[src/rtl/adder_accumulator.sv]
// rtl/adder_accumulator.sv - accumulates operand beats into a batch sum with carry/beat counters
module adder_accumulator #(
  parameter int width = 32,
  parameter int cnt_w = 8
) (
  input  logic             clk,
  input  logic             rst,
  input  logic             in_valid,
  output logic             in_ready,
  input  logic [width-1:0] in_data,
  input  logic             in_ci,
  input  logic             in_last,
  output logic             out_valid,
  input  logic             out_ready,
  output logic [width-1:0] out_sum,
  output logic [cnt_w-1:0] out_carry_cnt,
  output logic [cnt_w-1:0] out_count,
  output logic             out_sat
);

  typedef enum logic {ACC, HOLD} state_t;

  localparam logic [cnt_w-1:0] CNT_ONE = {{(cnt_w-1){1'b0}}, 1'b1};

  state_t           state_q;
  logic             valid_q;
  logic [width-1:0] sum_q;
  logic [cnt_w-1:0] carry_q;
  logic [cnt_w-1:0] count_q;
  logic             sat_q;

  logic [width:0]   add_full;
  logic [width-1:0] sum_d;
  logic [cnt_w-1:0] carry_d;
  logic [cnt_w-1:0] count_d;
  logic             sat_d;
  logic             carry_out;
  logic             carry_max;
  logic             count_max;

  // Ready comes only from registered state so upstream never sees a loop through in_valid.
  assign in_ready = (state_q == ACC) && !rst;

  // Next values for one accepted beat: width+1 bit add, saturating counters, sticky saturation flag.
  always_comb begin
    add_full  = {1'b0, sum_q} + {1'b0, in_data} + (width+1)'(in_ci);
    carry_out = add_full[width];
    carry_max = &carry_q;
    count_max = &count_q;
    sum_d     = add_full[width-1:0];
    carry_d   = carry_q;
    if (carry_out && !carry_max) begin
      carry_d = carry_q + CNT_ONE;
    end
    count_d = count_max ? count_q : count_q + CNT_ONE;
    sat_d   = sat_q | (carry_out && carry_max) | count_max;
  end

  // Batch FSM: accumulate in ACC, present and hold the result in HOLD until consumed, then clear.
  always_ff @(posedge clk) begin
    if (rst) begin
      state_q <= ACC;
      valid_q <= 1'b0;
      sum_q   <= '0;
      carry_q <= '0;
      count_q <= '0;
      sat_q   <= 1'b0;
    end else begin
      case (state_q)
        ACC: begin
          if (in_valid && in_ready) begin
            sum_q   <= sum_d;
            carry_q <= carry_d;
            count_q <= count_d;
            sat_q   <= sat_d;
            if (in_last) begin
              state_q <= HOLD;
              valid_q <= 1'b1;
            end
          end
        end
        HOLD: begin
          if (valid_q && out_ready) begin
            state_q <= ACC;
            valid_q <= 1'b0;
            sum_q   <= '0;
            carry_q <= '0;
            count_q <= '0;
            sat_q   <= 1'b0;
          end
        end
        default: state_q <= ACC;
      endcase
    end
  end

  assign out_valid     = valid_q;
  assign out_sum       = sum_q;
  assign out_carry_cnt = carry_q;
  assign out_count     = count_q;
  assign out_sat       = sat_q;

endmodule

[config.mk]
export PLATFORM = sky130hd
export DESIGN_NAME = adder_accumulator
export DESIGN_NICKNAME = d
export VERILOG_FILES = /design/src/rtl/adder_accumulator.sv
export SDC_FILE = /design/constraint.sdc
export NUM_CORES = 1
export LEC_CHECK = 0
export BUFFER_PORTS_ARGS = -buffer_cell sky130_fd_sc_hd__buf_2
export CORE_MARGIN = 1
export CORE_UTILIZATION = 30
export DETAILED_ROUTE_END_ITERATION = 6
export PLACE_DENSITY = 0.46
export SLEW_MARGIN = 20
export SYNTH_ARGS = -nofsm -noshare
export SYNTH_HDL_FRONTEND = slang
export SYNTH_SLANG_ARGS = --single-unit
[constraint.sdc]
create_clock -name clk -period 4.25 [get_ports clk]
set_input_delay 0.85 -clock clk [delete_from_list [all_inputs] [get_ports clk]]
set_output_delay 0.85 -clock clk [all_outputs]
set_load 0.01 [all_outputs]
Yosys cells after proc, flatten, opt, wreduce, memory -nomap -nowiden
Index checks and enable logic that the tools add are counted.

Output and inout port bits: 51. Bits of input ports: 38. Flip-flop bits (word level): 51. Logic and storage cells: 51.

Multiplexer cells: 20. Equal/unequal tests: 5. $add $sub $neg: 4. Bitwise gates (word level): 3. Reductions and logical operators: 13.

Operators with widths (number): 2-to-1 mux 32 bit (2); case mux 32 bit (2 select lines) (1); 2-to-1 mux 8 bit (5); adder 32 x 32 -> 33 bit (1); adder 33 x 1 -> 33 bit (1); case mux 8 bit (2 select lines) (2); adder 8 x 1 -> 8 bit, second input constant (2); AND reduction 8 bit (2); AND reduction 3 bit (3); 2-to-1 mux 1 bit (7); != test 2 x 1 -> 1 bit, second input constant (3); case mux 1 bit (2 select lines) (3); logical AND 1 bit (5); != test 2 bit, second input constant (2); zero test 1 bit (2); OR 1 bit (2); AND reduction 2 bit (1); NOT 1 bit (1).

Depth between registers and ports, before layout
Depth in word-level cells: 7. Gate-level depth with buffers: 12. Gate-level depth less buffers: 11.

Least setup slack after synthesis
OpenSTA, ideal clock, no wires.

Path type: input to register. Start point: input port in_data[0]. End point: register carry_q[7], in the netlist out_carry_cnt[7]. Path buffers: 1. Required time: 4.111 ns. Cell stages on the path: 12. Arrival time: 3.070 ns. Slack: 1.041 ns. Cells stage by stage: fa_1 > inv_1 > fa_1 > nor2b_1 > o31ai_2 > a21oi_1 > a221o_1 > a21bo_2 > a21oi_4 > or2_1 > buf_6 > o41ai_2.

Word-level cells in the longest chain between the ends: 5.

RTL lines: from (decl) (RTL line 10) `input logic [width-1:0] in_data,`; adder 32 x 32 -> 33 bit (RTL line 46) `add_full = {1'b0, sum_q} + {1'b0, in_data} + (width+1)'(in_ci);`; adder 33 x 1 -> 33 bit (RTL line 46); logical AND 1 bit (RTL line 52) `if (carry_out && !carry_max) begin`; != test 2 x 1 -> 1 bit (no line); AND reduction 3 bit (no line); to (signal assigned) (RTL line 73) `carry_q <= carry_d;`; to (decl) (RTL line 28) `logic [cnt_w-1:0] carry_q;`.

No other way between the ends. A chain may end at the register's enable or synchronous reset.

Worst setup path in the final report
Start point: input port in_data[0]. End point: register carry_q[2], in the netlist out_carry_cnt[2].

Same word-level chain as after synthesis.

==> reports/summary.txt <==
CP top delay family - compound AO/OA/AOI/OAI gates
clock edge transition at the registers on the reported setup and hold paths - 0.07 ns
setup violators final - 0
cts bufs inserted - 5
Crit Path Category - in2reg
EDFF count, synth - 0
CP max stage delay - 0.49 ns
Tmin final - 3.43 ns
# rows - 40
Remaining DRCs - 0
clk_skew - 0.00756 ns
port bufs - 88
antenna violations before repair - 0
synth warn - 0
Post-DP Area - 4240 µm²
crit end category - flip-flop
hold buffer count at CTS - 0
Clock Tree Root - clkbuf_16
pin count of the biggest net entering global routing - 26
n_diodes - 0
Congestion Overflow GR - 0
CTS max path bufs - 2
routed len/inst - 15.4 µm
Slowest-stage cell, CP - fa_1
first-pass GRT wire length - 17200 µm
setup TNS - 0 ns
crit-path max FO - 8
Die ar. - 12700 µm²
share of cells above drive strength 1 - 21.0%
Reg2Reg Setup Slack - 1.19 ns
Pins Over Slew Limit - 0
Max-Cap Viols - 0
Synth Area per Inst - 8.03 µm²
die height - 113 µm
Post-Place Worst Slack - 0.522 ns
Post-synth top cells - dfxtp_1 (51), nand2_1 (49), nor2_1 (46), o21ai_0 (34)
Layout Nets - 610
Ports - 89
Fin. Hold Viols - 0
Vias/cell - 5.17
area leader, netlist - dfxtp_1
final period utilization - 80.7%
VDD IR max - 0.153 mV
Static Leakage - 2.00 nW
worst path bufs/invs - 2
# clock sinks - 51
outcome - finished, final reports clean
CP dominant cell by count - fa_1
post-cts resize count - 0
Design Area, Final - 4400 µm²
synthesized area - 3680 µm²
final wirelength - 10500 µm
Layout area overhead - 19.5%
headroom to the max-slew limit - 38.3%
Worst Max-Slew Pin Slew - 0.922 ns
GP Congestion - 0.842
Die Span X - 113 µm
First DRT Iteration DRCs - 177
DP Wirelength - 7990 µm
synth top area cells - dfxtp_1 (28%), ha_1 (11%), nand2_1 (5.0%)
most frequent cell after synthesis - dfxtp_1
Req. time, crit path - 4.43 ns
total track usage - 17.0%
post-route antenna net violation count - 0
post-CTS setup buffers - 0
RSZ-0062 raised after global routing - no
top cell type's share of synthesized area - 27.8%
Critical Path AT - 3.61 ns
Post-synth top flop - dfxtp_1
vias in the first global route - 3389
sequential area share after synthesis - 27.8%
Vias - 3542
Net Count, Synth - 531
Cell variety after synth - 62
power density over the cells - 377 nW/µm²
fmax - 291 MHz
#FFs+latches synth - 51
Min-Delay Path Class - reg2reg
Final WS setup - 0.819 ns
CP Launch Type - input pin
floorplan core area - 12000 µm²
clock latency on the worst-skew pair - 0.30 ns
H-tree depth - 2
cells along the critical path - buf_2 -> fa_1 -> inv_1 -> fa_1 -> nor2b_1 -> o31ai_2 -> a21oi_1 -> a221o_1 -> a21bo_2 -> a21oi_4 -> or2_1 -> o21ai_1
Cells after Synth - 458
Starting Density - 30.8%
CTS tree - built
DR pass1 iterations - 4
asr flop ratio synth - 0%
-- path summary, 6_finish.rpt --
path,startpoint,to,cells past startpoint
hold / removal,out_sum[31],out_sum[31],2
hold reg to reg,out_sum[31],out_sum[31],2
setup / recovery,in_data[0],out_carry_cnt[2],12
setup reg to reg,out_sum[0],out_carry_cnt[2],11
-- report_power, final --
| part | switching (W) | total [W] | internal (W) |
|---|---|---|---|
| clock | 0.000209 | 0.000434 | 0.000225 |
| sequential | 0.0000451 | 0.000573 | 0.000528 |
| combinational | 0.000377 | 0.000650 | 0.000273 |
| total | 0.000631 | 0.00166 | 0.00103 |
-- final cells by class --
class                           instances  area, µm²
Clock buffer                            5        125
Clock inverter                          3       26.3
Fill cell                            1285       7570
Inverter                               10       37.5
Multi-Input combinational cell        378       2540
Sequential cell                        51       1020
Tap cell                              147        184
Timing Repair Buffer                   91        463
-- metrics by stage --
stage	std cells	hold WS (ns)	utilization, %	total power, W
3_3_place_gp	677	0.461	35.5	0.00124
4_1_cts	685	0.482	36.7	0.00168
5_1_grt	685	0.504	36.7	0.00178
2_1_floorplan	458	0.485	-	0.00105
3_5_place_dp	677	0.468	35.5	0.00124
6_report	685	0.476	36.7	0.00166
-- worst register-to-register path, stage by stage, from the launching register on --
cell	delay (ns)
dfxtp_1	0.34
fa_1	0.44
inv_1	0.10
fa_1	0.20
nor2b_1	0.07
o31ai_2	0.26
a21oi_1	0.15
a221o_1	0.44
a21bo_2	0.26
a21oi_4	0.24
or2_1	0.32
o21ai_1	0.11
-- state kept, by name (all words and copies together) (netlist names) --
| register | flops |
|---|---|
| out_count | 8 |
| out_carry_cnt | 8 |
| state_q | 1 |
| out_sat | 1 |
| out_sum | 32 |
| out_valid | 1 |
-- cell families after synthesis --
group | after synthesis | synth area share [%]
flops | 51 | 27.8
mux | 4 | 1.09
simple gates | 159 | 20.2
fa+ha+maj | 35 | 12.3
buf+inv | 29 | 3.23
xor+xnor | 30 | 7.14
compound gates | 150 | 28.3
-- routing by layer --
metal  track usage, %  wire length (µm)  vias up
met2             26.0              4490       75
met5                0                 0        -
li1                 -                 -     1846
met4             3.64                69        0
met1             24.9              5460     1616
met3             2.73               509        5
-- cells in the final DEF, fill, tap and decap left out, types with 5 or more instances in the layout --
cell type / synthesis / routed
and3_1: 5 / 5
xor2_1: 10 / 10
nand3_1: 15 / 15
ha_1: 33 / 33
o21bai_1: 5 / 5
inv_1: 10 / 10
a21o_1: 14 / 14
a21oi_1: 33 / 33
nand2_1: 49 / 49
buf_2: 1 / 88
o21ai_0: 34 / 34
xnor2_1: 20 / 20
clkbuf_16: 0 / 5
nand4_1: 8 / 8
o311ai_0: 5 / 5
nor2_1: 46 / 46
o21ai_1: 5 / 5
nor3_1: 9 / 9
nand2b_1: 6 / 6
a22oi_1: 13 / 13
dfxtp_1: 51 / 51
Note: power is estimated with default switching activity, not from simulation.
